==> config.mk <==
export PLATFORM = sky130hd
export DESIGN_NAME = crc_sched_flat
export DESIGN_NICKNAME = d
export VERILOG_FILES = /design/src/rtl/crc_sched_pkg.sv /design/src/rtl/crc_sched_if.sv /design/src/rtl/crc_sched_rr_arb2.sv /design/src/rtl/crc_sched.sv /design/src/flat_wrapper.sv
export SDC_FILE = /design/constraint.sdc
export NUM_CORES = 1
export LEC_CHECK = 0
export CAP_MARGIN = 5
export CORE_MARGIN = 4
export CORE_UTILIZATION = 37
export DETAILED_ROUTE_END_ITERATION = 12
export PLACE_DENSITY = 0.91
export RECOVER_POWER = 50
export SYNTH_ARGS = -nofsm -noshare
export SYNTH_HDL_FRONTEND = slang
export SYNTH_SLANG_ARGS = --single-unit
export TNS_END_PERCENT = 100
==> constraint.sdc <==
create_clock -name clk -period 1.9 [get_ports clk]
set_input_delay 0.38 -clock clk [delete_from_list [all_inputs] [get_ports clk]]
set_output_delay 0.38 -clock clk [all_outputs]
set_load 0.005 [all_outputs]
==> src/rtl/crc_sched_pkg.sv <==
// Shared types and constants for the CRC engine scheduler.
package crc_sched_pkg;

  typedef enum logic [2:0] {
    S_IDLE,
    S_INIT,
    S_FEED,
    S_FLUSH,
    S_DRAIN,
    S_RESULT
  } state_e;

  localparam logic ID_TX = 1'b0;
  localparam logic ID_RX = 1'b1;

  localparam logic [31:0] CRC_INIT = 32'hFFFF_FFFF;
  localparam logic [31:0] CRC_POLY = 32'h04C1_1DB7;

  function automatic logic [1:0] id_onehot(input logic id);
    return id ? 2'b10 : 2'b01;
  endfunction

endpackage

==> src/rtl/crc_sched_if.sv <==
// Requester, engine and result signals of the CRC scheduler, bundled as one interface.
interface crc_sched_if;
  logic [1:0]  req;
  logic [31:0] tx_data;
  logic [31:0] rx_data;
  logic [1:0]  valid;
  logic [1:0]  last;
  logic [1:0]  gnt;
  logic [1:0]  ready;
  logic        eng_init;
  logic        eng_en;
  logic        eng_valid;
  logic [31:0] eng_data;
  logic [31:0] eng_crc;
  logic [31:0] res_crc;
  logic        res_valid;
  logic        res_id;
  logic        res_err;
  logic        busy;

  modport slave (
    input  req, tx_data, rx_data, valid, last, eng_crc,
    output gnt, ready, eng_init, eng_en, eng_valid, eng_data,
           res_crc, res_valid, res_id, res_err, busy
  );

  modport master (
    output req, tx_data, rx_data, valid, last, eng_crc,
    input  gnt, ready, eng_init, eng_en, eng_valid, eng_data,
           res_crc, res_valid, res_id, res_err, busy
  );
endinterface

==> src/rtl/crc_sched_rr_arb2.sv <==
// Two-way round-robin arbiter: on contention the requester not served last wins.
module rr_arb2
  import crc_sched_pkg::*;
(
  input  logic [1:0] req,
  input  logic       last_id,
  output logic [1:0] grant
);

  always_comb begin
    grant = 2'b00;
    case (req)
      2'b01:   grant = 2'b01;
      2'b10:   grant = 2'b10;
      2'b11:   grant = id_onehot(~last_id);
      default: grant = 2'b00;
    endcase
  end

endmodule

==> src/rtl/crc_sched.sv <==
// Shares one CRC engine between TX and RX frame sources, one whole frame at a time.
//  state  | meaning
//  IDLE   | no owner, arbitrating requests
//  INIT   | one-cycle engine reload, word counter cleared
//  FEED   | owner words forwarded to the engine
//  FLUSH  | frame overran MAX_WORDS, words discarded up to last
//  DRAIN  | ENG_LAT cycles waiting for the engine result
//  RESULT | one-cycle result strobe, owner becomes last-served
module crc_sched
  import crc_sched_pkg::*;
#(
  parameter int ENG_LAT   = 2,
  parameter int MAX_WORDS = 380
) (
  input logic          clk,
  input logic          rst_n,
  crc_sched_if.slave   bus
);

  localparam int CW = $clog2(MAX_WORDS + 1);
  localparam int LW = (ENG_LAT > 1) ? $clog2(ENG_LAT) : 1;
  localparam logic [CW-1:0] CNT_LAST = CW'(MAX_WORDS - 1);
  localparam logic [LW-1:0] LAT_LOAD = LW'(ENG_LAT - 1);

  state_e      state_q, state_d;
  logic        owner_q, owner_d;
  logic        last_id_q, last_id_d;
  logic [CW-1:0] cnt_q, cnt_d;
  logic [LW-1:0] lat_q, lat_d;
  logic        err_q, err_d;
  logic [1:0]  gnt_q, gnt_d;
  logic        eng_init_q, eng_init_d;
  logic        busy_q, busy_d;
  logic        res_valid_q, res_valid_d;
  logic        res_id_q, res_id_d;
  logic        res_err_q, res_err_d;
  logic [31:0] res_crc_q, res_crc_d;

  logic [1:0]  arb_gnt;
  logic        in_feed, in_flush, own_valid, own_last, accept;
  logic [31:0] own_data;

  rr_arb2 u_arb (
    .req     (bus.req),
    .last_id (last_id_q),
    .grant   (arb_gnt)
  );

  assign in_feed   = (state_q == S_FEED);
  assign in_flush  = (state_q == S_FLUSH);
  assign own_valid = bus.valid[owner_q];
  assign own_last  = bus.last[owner_q];
  assign own_data  = owner_q ? bus.rx_data : bus.tx_data;
  assign accept    = (in_feed || in_flush) && own_valid;

  // Handshake paths stay combinational so a word moves in the cycle it is offered.
  assign bus.ready     = (in_feed || in_flush) ? id_onehot(owner_q) : 2'b00;
  assign bus.eng_en    = in_feed || in_flush || (state_q == S_DRAIN);
  assign bus.eng_valid = in_feed && own_valid;
  assign bus.eng_data  = in_feed ? own_data : 32'h0;

  assign bus.gnt       = gnt_q;
  assign bus.eng_init  = eng_init_q;
  assign bus.busy      = busy_q;
  assign bus.res_valid = res_valid_q;
  assign bus.res_id    = res_id_q;
  assign bus.res_err   = res_err_q;
  assign bus.res_crc   = res_crc_q;

  always_comb begin
    state_d   = state_q;
    owner_d   = owner_q;
    last_id_d = last_id_q;
    cnt_d     = cnt_q;
    lat_d     = lat_q;
    err_d     = err_q;
    res_id_d  = res_id_q;
    res_err_d = res_err_q;
    res_crc_d = res_crc_q;

    case (state_q)
      S_IDLE: begin
        if (|bus.req) begin
          owner_d = arb_gnt[1] ? ID_RX : ID_TX;
          state_d = S_INIT;
        end
      end
      S_INIT: begin
        cnt_d   = '0;
        err_d   = 1'b0;
        state_d = S_FEED;
      end
      S_FEED: begin
        if (accept) begin
          cnt_d = cnt_q + 1'b1;
          if (own_last) begin
            lat_d   = LAT_LOAD;
            state_d = S_DRAIN;
          end else if (cnt_q == CNT_LAST) begin
            err_d   = 1'b1;
            state_d = S_FLUSH;
          end
        end
      end
      S_FLUSH: begin
        if (accept && own_last) begin
          lat_d   = LAT_LOAD;
          state_d = S_DRAIN;
        end
      end
      S_DRAIN: begin
        // Capture on the way into RESULT so the result fields align with res_valid.
        if (lat_q == '0) begin
          res_crc_d = bus.eng_crc;
          res_id_d  = owner_q;
          res_err_d = err_q;
          state_d   = S_RESULT;
        end else begin
          lat_d = lat_q - 1'b1;
        end
      end
      S_RESULT: begin
        last_id_d = owner_q;
        state_d   = S_IDLE;
      end
      default: state_d = S_IDLE;
    endcase

    gnt_d       = (state_d != S_IDLE) ? id_onehot(owner_d) : 2'b00;
    eng_init_d  = (state_d == S_INIT);
    busy_d      = (state_d != S_IDLE);
    res_valid_d = (state_d == S_RESULT);
  end

  always_ff @(posedge clk or negedge rst_n) begin
    if (!rst_n) begin
      state_q     <= S_IDLE;
      owner_q     <= ID_TX;
      last_id_q   <= ID_RX;
      cnt_q       <= '0;
      lat_q       <= '0;
      err_q       <= 1'b0;
      gnt_q       <= 2'b00;
      eng_init_q  <= 1'b0;
      busy_q      <= 1'b0;
      res_valid_q <= 1'b0;
      res_id_q    <= 1'b0;
      res_err_q   <= 1'b0;
      res_crc_q   <= 32'h0;
    end else begin
      state_q     <= state_d;
      owner_q     <= owner_d;
      last_id_q   <= last_id_d;
      cnt_q       <= cnt_d;
      lat_q       <= lat_d;
      err_q       <= err_d;
      gnt_q       <= gnt_d;
      eng_init_q  <= eng_init_d;
      busy_q      <= busy_d;
      res_valid_q <= res_valid_d;
      res_id_q    <= res_id_d;
      res_err_q   <= res_err_d;
      res_crc_q   <= res_crc_d;
    end
  end

endmodule
==> src/flat_wrapper.sv <==
// flat-port wrapper written by rule: the top's interface ports become plain ports
module crc_sched_flat import crc_sched_pkg::*;
#(
  parameter int ENG_LAT   = 2,
  parameter int MAX_WORDS = 380
)
  (clk, rst_n, bus_req, bus_tx_data, bus_rx_data, bus_valid, bus_last, bus_eng_crc, bus_gnt, bus_ready, bus_eng_init, bus_eng_en, bus_eng_valid, bus_eng_data, bus_res_crc, bus_res_valid, bus_res_id, bus_res_err, bus_busy);
  crc_sched_if bus_i ();
  input logic clk;
  input logic rst_n;
  input wire logic [$bits(bus_i.req)-1:0] bus_req;
  input wire logic [$bits(bus_i.tx_data)-1:0] bus_tx_data;
  input wire logic [$bits(bus_i.rx_data)-1:0] bus_rx_data;
  input wire logic [$bits(bus_i.valid)-1:0] bus_valid;
  input wire logic [$bits(bus_i.last)-1:0] bus_last;
  input wire logic [$bits(bus_i.eng_crc)-1:0] bus_eng_crc;
  output wire logic [$bits(bus_i.gnt)-1:0] bus_gnt;
  output wire logic [$bits(bus_i.ready)-1:0] bus_ready;
  output wire logic [$bits(bus_i.eng_init)-1:0] bus_eng_init;
  output wire logic [$bits(bus_i.eng_en)-1:0] bus_eng_en;
  output wire logic [$bits(bus_i.eng_valid)-1:0] bus_eng_valid;
  output wire logic [$bits(bus_i.eng_data)-1:0] bus_eng_data;
  output wire logic [$bits(bus_i.res_crc)-1:0] bus_res_crc;
  output wire logic [$bits(bus_i.res_valid)-1:0] bus_res_valid;
  output wire logic [$bits(bus_i.res_id)-1:0] bus_res_id;
  output wire logic [$bits(bus_i.res_err)-1:0] bus_res_err;
  output wire logic [$bits(bus_i.busy)-1:0] bus_busy;
  assign bus_i.req = bus_req;
  assign bus_i.tx_data = bus_tx_data;
  assign bus_i.rx_data = bus_rx_data;
  assign bus_i.valid = bus_valid;
  assign bus_i.last = bus_last;
  assign bus_i.eng_crc = bus_eng_crc;
  assign bus_gnt = bus_i.gnt;
  assign bus_ready = bus_i.ready;
  assign bus_eng_init = bus_i.eng_init;
  assign bus_eng_en = bus_i.eng_en;
  assign bus_eng_valid = bus_i.eng_valid;
  assign bus_eng_data = bus_i.eng_data;
  assign bus_res_crc = bus_i.res_crc;
  assign bus_res_valid = bus_i.res_valid;
  assign bus_res_id = bus_i.res_id;
  assign bus_res_err = bus_i.res_err;
  assign bus_busy = bus_i.busy;
  crc_sched #(.ENG_LAT(ENG_LAT), .MAX_WORDS(MAX_WORDS)) u_core (.clk(clk), .rst_n(rst_n), .bus(bus_i));
endmodule
* Word level (Yosys, flattened, before mapping) *
Index checks and enable logic that the tools add are counted.

word-level totals
  word-level logic and storage cells = 80
  register bits = 55
  bits in writable memories = 0
  memories = 0
  bits of input ports = 104
  memory bits (read-only) = 0
  output and inout port bits = 75
  latch bits = 0

cells by class
  equality and inequality tests = 16
  div/mod/pow operators = 0
  muxes and demuxes = 33
  $mul = 0
  magnitude comparators = 1
  reductions and logical operators = 14
  bitwise operators = 1
  shift-type cells = 0
  add/sub/neg operators = 2

operators by type and width
  operator             number
  $mux 32              2
  $mux 3               6
  $pmux 9 s2           1
  $pmux 3 s5           1
  $mux 1               14
  $mux 2               5
  $ne 2x2->1 const B   5
  $add 9x1->9 const B  1
  $eq 3x3->1 const B   3
  $eq 9x9->1 const B   1
  $mux 9               1
  $reduce_and 4->1     2
  $eq 3x1->1 const B   2
  $eq 3x2->1 const B   2
  $pmux 2 s3           1
  $reduce_bool 3->1    2
  $eq 2x2->1 const B   2
  $reduce_and 2->1     2
  $logic_and 1x1->1    3
  $logic_not 3->1      1
  $pmux 1 s3           1
  $eq 2x1->1 const B   1
  $logic_or 1x1->1     2
  $lt 1x2->1 const B   1
  5 further kinds      5

* Depth between registers and ports, before layout *
Gate-level depths: netlist (run 1).

  depth after elaboration = 8
  mapped depth = 6
  depth with buffers taken out = 5

* Modules after synthesis *
Synthesis (run 1) repeated with hierarchy kept, for this count alone.

unflattened totals
  cells, all modules = 256
  area, all modules = 2,860.2 um2

by module, submodules not included
  module     cells an instance  area each (um2)  instances  seq. area each (um2)
  crc_sched  253                2,841.5          1          1,377.6
  rr_arb2    3                  18.8             1          0.0

* Least setup slack after synthesis (run 1) *
Ideal clock, no wire load.

  kind = reg2out
  start = reg u_core.state_q[2]
  end = out bus_eng_data[10]
  arrival = 1.369 ns
  data required time = 1.520 ns
  path buffers = 3
  cell stages (with the launch flop) = 6
  setup slack = 0.151 ns
  path through = dfrtp_1 > buf_2 > or3b_1 > buf_2 > clkbuf_1 > nor2_1

between the ends
  cells in the longest elaborated chain, start to end = 2

ends and longest elaborated chain
  element                 line                text
  start, declared         crc_sched.sv:25     state_e state_q, state_d;
  start signal, assigned  crc_sched.sv:151    state_q <= state_d;
  $eq 3x2->1              crc_sched.sv:49     assign in_feed = (state_q == S_FEED);
  $mux 32                 crc_sched.sv:60     assign bus.eng_data = in_feed ? own_data : 32'h0;
  end, declared           flat_wrapper.sv:22  output wire logic [$bits(bus_i.eng_data)-1:0] bus_eng_data;

No other way between the ends.

* Final worst setup path (run 1) *
  start = reg u_core.state_q[0]
  end = out bus_eng_data[2]

Same word-level chain as after synthesis.

==> results of run 1 <==
registers in the layout, indices dropped and copies added, names as in the netlist:
signal                cells
u_core.bus.busy           1
u_core.bus.eng_init       1
u_core.bus.gnt            2
u_core.bus.res_crc       32
u_core.bus.res_err        1
u_core.bus.res_id         1
u_core.bus.res_valid      1
u_core.cnt_q              9
u_core.err_q              1
u_core.last_id_q          1
u_core.lat_q              1
u_core.owner_q            1
u_core.state_q            3
worst max-delay path by stage:
stage,from,end,cells after the start
final,u_core.state_q[0]$_DFF_PN0_,bus_eng_data[2],5
after global routing,u_core.state_q[2]$_DFF_PN0_,bus_eng_data[16],5
after CTS,u_core.state_q[2]$_DFF_PN0_,bus_eng_data[2],5
after detailed placement,bus_valid[0],bus_eng_valid,4
after global placement,bus_valid[0],bus_eng_valid,4
after floorplan,u_core.state_q[2]$_DFF_PN0_,bus_eng_data[10],5
cell usage in the layout (no fill, tap or decap), types with 3 or more instances in the layout:
master,instances
sky130_fd_sc_hd__clkdlybuf4s50_1,141
sky130_fd_sc_hd__buf_6,7
sky130_fd_sc_hd__o21ai_0,6
sky130_fd_sc_hd__nor2b_1,3
sky130_fd_sc_hd__nor2_4,26
sky130_fd_sc_hd__buf_12,3
sky130_fd_sc_hd__buf_2,33
sky130_fd_sc_hd__mux2_1,34
sky130_fd_sc_hd__nor2_2,5
sky130_fd_sc_hd__buf_4,10
sky130_fd_sc_hd__o21ai_1,3
sky130_fd_sc_hd__nor2_1,13
sky130_fd_sc_hd__mux2i_1,33
sky130_fd_sc_hd__nand2_1,11
sky130_fd_sc_hd__clkbuf_8,6
sky130_fd_sc_hd__dfrtp_1,54
sky130_fd_sc_hd__xnor2_1,4
kinds of logic after synthesis:
logic type               Yosys count
multiplexers                      69
flip-flops                        55
AO/OA/AOI/OAI                     17
adder cells (fa/ha/maj)            1
XOR/XNOR                           5
AND/OR/NAND/NOR                   82
buffers and inverters             17
tightest hold or removal path, cell delays in order, from the launching register on:
cell	delay (ns)
sky130_fd_sc_hd__dfstp_2	0.38
sky130_fd_sc_hd__nand2_1	0.04
sky130_fd_sc_hd__o21ai_1	0.05
power groups by stage:
stage          logic, µW  registers (µW)  clock network (µW)
3_5_place_dp        3480            1910                   0
4_1_cts             3980            1880                 819
6_report            4000            1880                 808
5_1_grt             4320            1940                 872
2_1_floorplan       1400            1890                   0
3_3_place_gp        3400            1860                   0
per-stage QoR:
stage / power (µW) / cells / util (%) / hold slack [ns] / setup TNS (ns)
final: 6690 / 541 / 70.3 / 0.466 / -2.45
after CTS: 6680 / 542 / 69.6 / 0.451 / -3.79
after detailed placement: 5390 / 524 / 65.8 / 0.248 / -4.33
after floorplan: 3290 / 246 / - / 0.0844 / 0
after global routing: 7130 / 541 / 70.3 / 0.512 / -4.47
after global placement: 5270 / 524 / 65.8 / 0.241 / -3.09
what timing repair did:
action | CTS | global route
gates resized for setup | 193 | 24
setup buffers | 7 | 1
endpoints found under the hold margin | 7 | 0
setup endpoints to repair | 36 | 39
pin swaps | 26 | 11
hold buffers | 1 | 0
gates cloned | 3 | 0
cell type report:
| type | count | area, µm² | area share [%] |
|---|---|---|---|
| clock buffers | 6 | 82.6 | 1.62 |
| clock inverters | 2 | 38.8 | 0.761 |
| inverters | 3 | 11.3 | 0.221 |
| multi-input cells | 174 | 1580 | 31.0 |
| flip-flops and latches | 55 | 1380 | 27.0 |
| well taps | 99 | 124 | 2.43 |
| repair buffers | 202 | 1890 | 37.0 |
routing by layer:
layer | part of all wire (%) | global-route usage (%) | vias to the layer above
met4 | 0.95 | 5.29 | 0
met3 | 10 | 5.26 | 7
met1 | 37 | 22.7 | 1265
met2 | 52 | 37.9 | 146
met5 | 0 | 0 | -
li1 | - | - | 1244
==> results by stage, run 1 <==
Outcome:
- The run finished, with violations left.
- The checks that failed: setup timing.

Logic synthesis:
- Ranked by total cell area, the synthesized netlist is headed by sky130_fd_sc_hd__dfrtp_1, sky130_fd_sc_hd__mux2_1, sky130_fd_sc_hd__mux2i_1.
- The share of the Yosys chip area taken by registers is 49.8%.
- The number of enable-type register cells in the synthesized netlist is 0.
- Of the post-synthesis cell area, the part taken by muxes is 26.6%.
- The post-synthesis share of cell area spent on and, or, nand and nor gates is 14.9%.
- The count of different cell masters after synthesis is 38.
- Synthesis inferred 55 register bits.
- The Yosys step of the flow raised 0 warnings.
- Counting every instance in the synthesized netlist gives 246.
- After synthesis the cells add up to 0.00277 mm².
- The cell with the most instances after synthesis is sky130_fd_sc_hd__dfrtp_1.
- The proportion of register bits with asynchronous set or reset after synthesis is 100%.
- The most frequently used flop master after synthesis is sky130_fd_sc_hd__dfrtp_1.
- The largest total area in the synthesized netlist belongs to sky130_fd_sc_hd__dfrtp_1.
- The synthesized net count is 351.
- The synthesized-area fraction occupied by adder cells is 0.452%.
- The post-synthesis share of cell area spent on xor and xnor gates is 1.58%.
- The share of the synthesized area in compound gates (AO/OA/AOI/OAI) is 3.93%.
- By count the netlist is led by sky130_fd_sc_hd__dfrtp_1, sky130_fd_sc_hd__nor2_1, sky130_fd_sc_hd__mux2_1, sky130_fd_sc_hd__mux2i_1, sky130_fd_sc_hd__nand2_1.
- The top cell type's share of synthesized area is 48.8%.
- The largest family of logic cells by synthesized area is multiplexers.
- A synthesized cell averages 11.2 µm².

STA:
- The ratio of final minimum period to clock period is 108%.
- Across the routed clock network, the largest skew measured is 0.00938 ns.
- Based on the critical path, the design can be clocked at up to 489 MHz.
- The worst setup slack after layout is -0.146 ns.
- Setup repair after global routing could not meet its margin everywhere.
- The final-report hold violation count is 0.
- Headroom to the max-slew limit came out at 50.9%.
- The final-report setup violation count is 33.
- For the pin with the worst max-slew slack, the measured transition is 0.736 ns.
- The max-slew violation total from the final report was 0.
- The routed design could run at a clock period as short as 2.05 ns.

Drt:
- Wires add up to 8970 µm.
- The number of detailed-routing iterations run before antenna repair is 4.
- The final route contains 2662 vias.
- Dividing the detail-routed wire length by the instance count gives 16.6 µm.
- For this run, design rule violations remaining after detail routing come to 0.
- The count of nets left with antenna violations once routing finished came out at 0.
- Dividing the detail-routed via count by the number of cells gives 4.92.
- In this run, the number of DRC markers left after iteration 0 of detailed routing was 62.

Pwr:
- The internal power component is 4310 µW.
- The switching power as a share of total power is 35.5%.
- The switching power of the nets is 2380 µW.
- The fraction of power consumed by sequential logic is 28.1%.
- The combinational share of power is 59.8%.
- The maximum vdd ir drop is 0.000717 V.
- Of the total power, the clock network draws 12.1%.
- For this design the static power due to leakage is 0.00230 µW.
- The power density over cell area is 1310 mW/mm².

Global routing:
- The initial antenna violation count is 0.
- Summed over all layers, the global routing overflow is 0.
- For this run, the total global-route usage over all layers was measured as 20.3%.
- The via count of the first global-routing pass is 2855.
- Entering global routing, the biggest net connects 36 pins.
- The first global-routing pass estimated 14100 µm of wire.

Worst hold path:
- The type of the worst min-delay path is reg -> reg.
- The worst hold path depth is 2.
- The critical hold path startpoint is u_core.last_id_q$_DFFE_PN1N_.
- The endpoint of the worst hold path is u_core.last_id_q$_DFFE_PN1N_.

Finish:
- The final layout contains 546 nets.
- The cell area after layout is 0.00510 mm².
- The synthesis-to-layout area growth is 84.4%.
- After filler insertion, the fill cell instance count of the layout stands at 498.
- The diode insertion count for antenna repair is 0.
- The post-route netlist has 25.1% of its cells at a drive strength greater than 1.

Floorplanning:
- The width of the die is 94.5 µm.
- Row generation in the floorplan step produced 31 rows.
- In this run the vertical extent of the chip is 94.5 µm.
- The number of I/O pins is 179.
- The region available for standard cell placement spans 0.00725 mm².
- The die covers 0.00892 mm².
- The initial utilization of the core area, before any placement, comes to 38.1%.

Setup path:
- The endpoint identified for the worst register-to-register timing path is u_core.cnt_q[3]$_DFFE_PN0P_.
- The source of the worst register-to-register timing path is u_core.state_q[0]$_DFF_PN0_.
- The internal reg-to-reg setup slack is 0.02 ns.
- The required time at the worst-slack endpoint is 1.52 ns.
- The master of the slowest instance on the critical path is sky130_fd_sc_hd__or3b_4.
- The cell that appears most often on the critical path is sky130_fd_sc_hd__buf_6.
- The critical path is of the reg -> out type.
- The category of cells accounting for the largest share of critical-path delay is simple AND/OR/NAND/NOR gates.
- The worst setup path is launched from a flip-flop.
- STA puts the critical path data arrival time at 1.67 ns.
- STA classifies the critical path endpoint as an output port.
- Together, buffers and inverters on the worst path number 3.
- In this run the worst path has a maximum fanout of 7.
- For this run, the slowest stage of the critical path takes 0.46 ns.
- Walking the worst path, the cells encountered are or3b_4 > buf_6 > buf_16 > nor2_4 > buf_6.
- The cell count of the worst reg-to-reg path is 7.

Place:
- In this run the tool buffered the top-level ports with 178 buffer cells.
- The placed instances occupy a cell area of 0.00477 mm².
- After legalization and detailed placement, the total HPWL measured 6750 µm.
- The post-placement worst setup slack is -0.223 ns.
- Routability-driven placement finished with a final weighted congestion of 0.892.

CTS:
- Buffers inserted during clock tree synthesis total 5.
- Clock-pin slew was measured on the worst setup and hold paths at 0.09 ns.
- The tree is rooted in a sky130_fd_sc_hd__clkbuf_8.
- TritonCTS built the clock tree.
- CTS built an H-tree with a depth of 2.
- The clock net in this run drives a total of 55 sinks.
- The clock reaches the later pin of the worst-skew pair after 0.31 ns.
- The number of buffers on the longest clock path is 2.

Job:
- The tool flagged a number of max-cap violations equal to 0.
No activity file was read; power rests on OpenSTA's default activity.
==> run 2: changes to the inputs <==
Settings changed: CORE_ASPECT_RATIO set to 1.75, MAX_ROUTING_LAYER set to met4.
==> run 2 against run 1 <==
Against the previous run: worst setup slack improved by 0.041 ns; design area increased by 1.3%; clock-buffer cell count decreased by 1; the flow still finishes with violations (setup timing); final cell count decreased by 1.7%; critical endpoint is now bus_eng_data[27]; clock skew decreased by 0.0047 ns; via count increased by 1.0%.
==> results by stage, run 2 (synthesis gave the netlist of run 1 again) <==
CTS:
- The worst-skew pair later-pin latency is 0.29 ns.
- Clock tree synthesis found a total of 55 sinks.
- The number of buffers on the longest clock path is 2.
- The cell sitting at the root of the clock tree is a sky130_fd_sc_hd__clkbuf_16.
- The clock transition time at the flip-flop clock pins of the worst setup and hold paths is 0.07 ns.
- The clock buffer count from CTS is 5.
- In this run the number of H-tree levels came out at 2.
- TritonCTS built the clock tree.
- After clock tree synthesis, the flow added hold-fix buffers numbering 0.

Global routing:
- The remaining global-route overflow is 0.
- The initial antenna violation count is 0.
- The pin count of the biggest net entering global routing is 35.
- For this run, the total global-route usage over all layers was measured as 19.1%.
- The wire length of the first global-routing pass is 12800 µm.
- The via count of the first global-routing pass is 2856.

Floorplanning:
- Once the floorplan was initialized, standard cells occupied 38.2% of the core.
- The die covers 0.00898 mm².
- The number of I/O pins is 179.
- The area of the core region is 0.00723 mm².
- The die is 73.4 µm wide.
- The floorplan has 41 rows.
- The die is 122 µm tall.

Setup path:
- The end of the worst register-to-register path is u_core.cnt_q[7]$_DFFE_PN0P_.
- STA classifies the critical path startpoint as a flip-flop.
- The critical path endpoint is bus_eng_data[27].
- Of all nets on the critical path, the largest fanout is 6.
- The category of cells accounting for the largest share of critical-path delay is simple AND/OR/NAND/NOR gates.
- Counting cells, the worst reg-to-reg path comes to 6.
- The critical path start-end classification is reg -> out.
- The critical path runs through a total of 4 cells.
- At the worst endpoint, the required time is 1.52 ns.
- For this design, the slowest cell found on the critical path is sky130_fd_sc_hd__or3b_4.
- The critical path goes through or3b_4 > buf_16 > nor2_2 > buf_2.
- The source of the worst register-to-register timing path is u_core.state_q[0]$_DFF_PN0_.
- In this run the register-to-register setup slack is -0.03 ns.
- The count of buffering cells on the critical path with inverters included is 2.
- The highest cell delay on the worst timing path is 0.52 ns.
- STA classifies the critical path endpoint as an output port.
- The most critical setup path has its startpoint at u_core.state_q[0]$_DFF_PN0_.
- At the worst endpoint, the arrival time is 1.63 ns.

STA:
- The max-slew violation total from the final report is 0.
- The worst setup slack after layout is -0.105 ns.
- The worst pin sits at a relative slew slack of 21.9%.
- The actual slew at the worst max-slew pin is 1.17 ns.
- The minimum period implied by the final worst setup slack is 2.01 ns.
- Setup repair after global routing could not meet its margin everywhere.
- Setup violations remaining at the end of the flow were counted as 35.
- Of the available clock period, the critical path in the final layout requires 106%.
- The final-layout setup total negative slack is -2.36 ns.
- The hold slack is 0.305 ns.
- For this run, the top clock speed supported by timing is 499 MHz.
- On the final layout, the worst clock skew is 0.00471 ns.
- The final-report hold violation count came to 0.

Pwr:
- The power density over cell area is 1340 mW/mm².
- The maximum vdd ir drop is 0.000838 V.
- The total leakage power is 0.00237 µW.

Finish:
- The cell area after layout is 0.00517 mm².
- The fraction of final layout cells sized beyond drive strength 1 is 24.9%.
- The synthesis-to-layout area growth is 86.8%.
- The layout has 494 filler cells.
- After the last flow step, the layout net total stands at 550.
- In the layout the commonest cells are sky130_fd_sc_hd__clkdlybuf4s50_1, sky130_fd_sc_hd__dfrtp_1, sky130_fd_sc_hd__mux2i_1, sky130_fd_sc_hd__mux2_1, sky130_fd_sc_hd__buf_2.
- The flip-flop and latch area is 0.00138 mm².
- The register with the most flip-flops in the layout has 32 of them.
- The library cell used most frequently in the layout, excluding fill and tap cells, is sky130_fd_sc_hd__clkdlybuf4s50_1.
- The multi-input gate area in the final layout is 0.00155 mm².
- The number of antenna diodes in the final layout is 0.

Drt:
- The number of detailed-routing iterations run before antenna repair is 4.
- The residual antenna-violating net count after detailed routing is 0.
- The sum of routed wire length over all layers is 9300 µm.
- In the routed layout, each cell is associated on average with a via count of 5.05.
- The routed wire length per instance is 17.5 µm.
- The DRC marker count from the first detailed-route iteration is 47.
- After detailed routing, the number of remaining DRC violations is 0.
- The via count of the routed design is 2689.

Outcome:
- The final reports fail on setup timing.
- The flow ran to the end, but the final reports show violations.

Worst hold path:
- The type of the worst min-delay path is in -> async.

Place:
- At the end of routability-driven placement, the weighted congestion stood at 0.852.
- Before CTS, the worst setup slack after placement is -0.171 ns.
- The number of buffers inserted by port buffering is 178.
- The cell area after placement is 0.00475 mm².
- The half-perimeter wire length after detailed placement is 7040 µm.

Job:
- Max-cap violations in this run came to 0.
[run 2: where the power goes]
group | switching, µW | internal [µW]
logic | 1790 | 2280
clock network | 406 | 622
registers | 211 | 1640
total | 2410 | 4540
[run 2: routing by layer]
| metal | global-route usage, % | wire [µm] | vias to the layer above |
|---|---|---|---|
| met1 | 17.8 | 2980 | 1267 |
| met3 | 3.61 | 658 | 17 |
| met4 | 8.16 | 274 | 0 |
| met2 | 36.5 | 5390 | 155 |
| li1 | - | - | 1250 |
| met5 | - | 0 | - |
[run 2: layout make-up]
type	instances	share of cell area, %
timing repair buffer	206	37.7
multi-input combinational	174	30.1
sequential	55	26.7
clock buffer	5	2.42
tap	86	2.08
clock inverter	3	0.847
inverter	3	0.218
[run 2: worst min path at each step]
stage / endpoint / slack, ns / cells past startpoint
after floorplan: u_core.bus.busy$_DFF_PN0_ / 0.08 / 0
after global placement: u_core.bus.res_crc[20]$_DFFE_PN0P_ / 0.38 / 1
after detailed placement: u_core.bus.res_crc[20]$_DFFE_PN0P_ / 0.39 / 1
after CTS: u_core.bus.res_crc[20]$_DFFE_PN0P_ / 0.07 / 1
after global routing: u_core.owner_q$_DFF_PN0_ / 0.40 / 1
final: u_core.cnt_q[5]$_DFFE_PN0P_ / 0.30 / 1
[run 2: repair_timing]
action,in CTS,in global routing
setup buffers,5,1
resized for setup,149,64
setup endpoints to repair,36,37
cloned,1,3
pin swaps,3,28
endpoints found under the hold margin,0,0
[run 2: through the flow]
stage          std cells  total power, µW  utilization (%)
6_report             532             6950             71.5
5_1_grt              532             7350             71.5
2_1_floorplan        246             3290                -
3_3_place_gp         514             5240             65.7
4_1_cts              528             6490             68.0
3_5_place_dp         514             5360             65.7
[run 2: worst reg2reg max path: cells and delay by family, from the launching register on]
| kind | cells | cell delay (ns) |
|---|---|---|
| xor gates and xnor gates | 1 | 0.21 |
| and+or+nand+nor | 3 | 0.84 |
| buffers and inverters | 2 | 0.37 |
| DFF | 1 | 0.39 |
==> run 3: changes to the inputs <==
Settings changed: ABC_AREA set to 1, PLACE_DENSITY 0.91 to 0.9.
==> run 3 against run 2 <==
Against the previous run: the flow still finishes with violations (setup timing); power grew 0.93%; hold slack worse by 0.067 ns; clock power is 9.7% lower; non-clock buffer count up 4; critical path depth rose by 3; sequential power up 5%; combinational power up 2%; design area decreased by 1.1%; global-route usage up 3.3 points; largest power group unchanged; highest routed layer unchanged.
==> results by stage, run 3 <==
Logic synthesis:
- Counting flops and latches in the post-synthesis netlist gives 55.
- Ranked by total cell area, the synthesized netlist is headed by sky130_fd_sc_hd__dfrtp_1, sky130_fd_sc_hd__nand2_1, sky130_fd_sc_hd__a21oi_1.
- The number of enable-type register cells in the synthesized netlist is 0.
- The top cell type's share of synthesized area is 47.1%.
- The cell taking the most area after synthesis is sky130_fd_sc_hd__dfrtp_1.
- The number of nets handed over by synthesis was 508.
- The mean cell area of the mapped netlist is 7.11 µm².
- The area of the mapped netlist is 0.00287 mm².
- Of all flip-flops after synthesis, the portion carrying an async set or reset was 100%.
- The cell count after synthesis is 403.
- Among all flip-flop cells after synthesis, the most frequent one is sky130_fd_sc_hd__dfrtp_1.
- The count of different cell masters after synthesis is 25.
- The proportion of synthesized chip area in sequential cells is 48.1%.
- Sorting the synthesized cells by how often they occur yields sky130_fd_sc_hd__nand2_1, sky130_fd_sc_hd__dfrtp_1, sky130_fd_sc_hd__a21oi_1, sky130_fd_sc_hd__inv_1, sky130_fd_sc_hd__nand3_1.
- The Yosys step of the flow raised 0 warnings.
- Among all cell types in the netlist, the one instantiated most often is sky130_fd_sc_hd__nand2_1.

Setup path:
- In this run the worst path has a maximum fanout of 8.
- The source of the worst register-to-register timing path is u_core.state_q[0]$_DFF_PN0_.
- The category of the worst setup path capture point is an output port.
- The cell count of the worst reg-to-reg path is 10.
- The critical path start-end classification is reg -> out.
- The worst register-to-register path ends at u_core.cnt_q[8]$_DFFE_PN0P_.
- The worst setup path is launched from a flip-flop.
- The arrival time at the worst endpoint is 1.54 ns.
- The internal reg-to-reg setup slack is 0.09 ns.
- For the worst setup path, the data required time is 1.52 ns.

Finish:
- The number of flip-flops under the largest register name is 32.
- From synthesis to final layout, the design area changed by 78.3%.
- After routing the design area is 0.00511 mm².
- Cells fill 67.6% of the core in the end.
- After filler insertion, the fill cell instance count of the layout stands at 604.
- The diode insertion count for antenna repair is 0.
- The fraction of final layout cells sized beyond drive strength 1 is 16.9%.
- Leaving out fill and tap cells, the most frequent cell in the layout is sky130_fd_sc_hd__nand2_1.
- In the layout the commonest cells are sky130_fd_sc_hd__nand2_1, sky130_fd_sc_hd__clkdlybuf4s50_1, sky130_fd_sc_hd__dfrtp_1, sky130_fd_sc_hd__inv_1, sky130_fd_sc_hd__a21oi_2.
- The post-layout net count is 706.

Place:
- The number of buffers inserted by port buffering is 178.
- Before CTS, the worst setup slack after placement is -0.274 ns.
- The global placer's final weighted congestion is 0.879.
- The half-perimeter wire length after detailed placement is 7960 µm.
- The cell area after placement is 0.00487 mm².

CTS:
- Clock latency on the worst-skew pair, taken at its later pin, is 0.29 ns.
- The number of buffers added to fix hold violations after cts is 0.
- The CTS tree is yes.
- The number of buffers on the longest clock path is 2.
- The buffer cell driving the clock tree root is sky130_fd_sc_hd__clkbuf_16.
- CTS built an H-tree with a depth of 2.
- The clock buffer count from CTS is 5.
- After clock tree synthesis, the clock-pin slew on the worst setup and hold paths is 0.07 ns.
- For this design, the sink count on the clock tree is 55.

Pwr:
- The power density over cell area is 1370 mW/mm².
- The analysis attributes to cell leakage a power of 0.00258 µW.
- The maximum vdd ir drop is 0.000771 V.

STA:
- The final-report hold violation count was 0.
- Setup repair after global routing could not meet its margin everywhere.
- The max-slew violation total from the final report is 0.
- On the final layout, the worst clock skew is 0.00580 ns.
- The hold slack is 0.238 ns.
- The worst setup slack after layout is -0.0238 ns.
- The final critical path takes up 101% of the cycle.
- The worst slew margin relative to its limit is 31.6%.
- Based on the critical path, the design can be clocked at up to 520 MHz.
- For the finished layout, the period the worst path requires is 1.92 ns.
- Setup violations remaining at the end of the flow were counted as 13.
- The actual slew at the worst max-slew pin is 1.03 ns.

Global routing:
- The via count of the first global-routing pass is 3498.
- The initial antenna violation count is 0.
- The wire length of the first global-routing pass is 15900 µm.
- Global routing finished with a remaining overflow of 0.
- For this run, the total global-route usage over all layers was measured as 22.4%.
- The pin count of the biggest net entering global routing is 38.

Floorplanning:
- The area of the core region is 0.00757 mm².
- The die footprint is 0.00927 mm².
- The die is 74.5 µm wide.
- The floorplan has 42 rows.
- 179 I/O pins were placed.
- The die is 124 µm tall.
- The effective utilization at floorplan is 37.9%.

Drt:
- After detailed routing, the average wire length per cell comes to 15.0 µm.
- Wires add up to 10400 µm.
- The residual DRC count is 0.
- The pre-antenna-repair detailed-routing pass consisted of 6 iterations.
- The detail route stage leaves a number of antenna-violating nets equal to 0.
- The first routing iteration left 217 violations.
- The final route contains 3404 vias.
- The average vias per placed instance is 4.93.

Job:
- Max-cap violations in this run came to 0.

Worst hold path:
- The type of the worst min-delay path is in -> async.

Outcome:
- The final reports fail on setup timing.
- The run finished, with violations left.
==> run 3: worst max-delay path, stage by stage (launching register included) <==
cell and delay, ns:
sky130_fd_sc_hd__dfrtp_1 0.41, sky130_fd_sc_hd__inv_2 0.08, sky130_fd_sc_hd__nand3_4 0.12, sky130_fd_sc_hd__buf_12 0.16, sky130_fd_sc_hd__buf_12 0.13, sky130_fd_sc_hd__buf_8 0.12
sky130_fd_sc_hd__a21oi_2 0.09, sky130_fd_sc_hd__buf_2 0.13
==> run 3: logic make-up (layout without fill, tap and decap cells) <==
family / after synthesis / count (layout) / synth area share [%]
AND/OR/NAND/NOR: 241 / 241 / 34.1
adder cells (fa/ha/maj): 1 / 1 / 0.436
flip-flops: 55 / 55 / 48.1
buffers and inverters: 55 / 254 / 7.94
AO/OA/AOI/OAI: 51 / 51 / 9.47
==> run 3: how the worst max path moves through the flow <==
stage	start	endpoint	cells past startpoint
3_3_place_gp	bus_rx_data[15]	bus_eng_data[15]	4
3_5_place_dp	bus_rx_data[15]	bus_eng_data[15]	4
5_1_grt	u_core.state_q[0]$_DFF_PN0_	bus_eng_data[31]	7
2_1_floorplan	u_core.owner_q$_DFF_PN0_	bus_eng_data[10]	5
4_1_cts	bus_rx_data[20]	bus_eng_data[20]	4
6_report	u_core.state_q[0]$_DFF_PN0_	bus_eng_data[24]	7
==> run 3: metrics by stage <==
step	TNS [ns]	power, µW	cells
after CTS	-0.360	6810	686
after global placement	-1.79	5700	668
final	-0.134	7010	690
after detailed placement	-1.97	5810	668
after global routing	-1.03	7520	690
after floorplan	0	3540	403
==> run 3: power by group <==
group / switching, µW / total (µW) / internal, µW / leakage, µW
logic: 1970 / 4140 / 2180 / 0.00182
clock network: 402 / 930 / 528 / 0.0000741
registers: 277 / 1940 / 1660 / 0.000688
total: 2650 / 7010 / 4370 / 0.00258
==> run 3: what timing repair did <==
item | CTS | global route
cloned | 0 | 1
setup endpoints to repair | 36 | 29
buffers inserted | 10 | 3
pin swaps | 2 | 2
gates resized for setup | 86 | 66
==> run 3: area by class of cell <==
type	count	area [µm²]	area share, %
inverter	36	135	2.64
clock buffer	7	143	2.79
tap	88	110	2.15
clock inverter	1	8.76	0.171
timing repair buffer	210	1990	39.0
multi-input combinational	293	1340	26.3
sequential	55	1380	27.0
==> run 3: metal layers <==
layer / track usage, % / up-vias / wire length, µm
met5: - / - / 0
met3: 3.47 / 18 / 873
met4: 7.23 / 0 / 223
met1: 24.1 / 1560 / 3610
met2: 40.4 / 184 / 5650
li1: - / 1642 / -
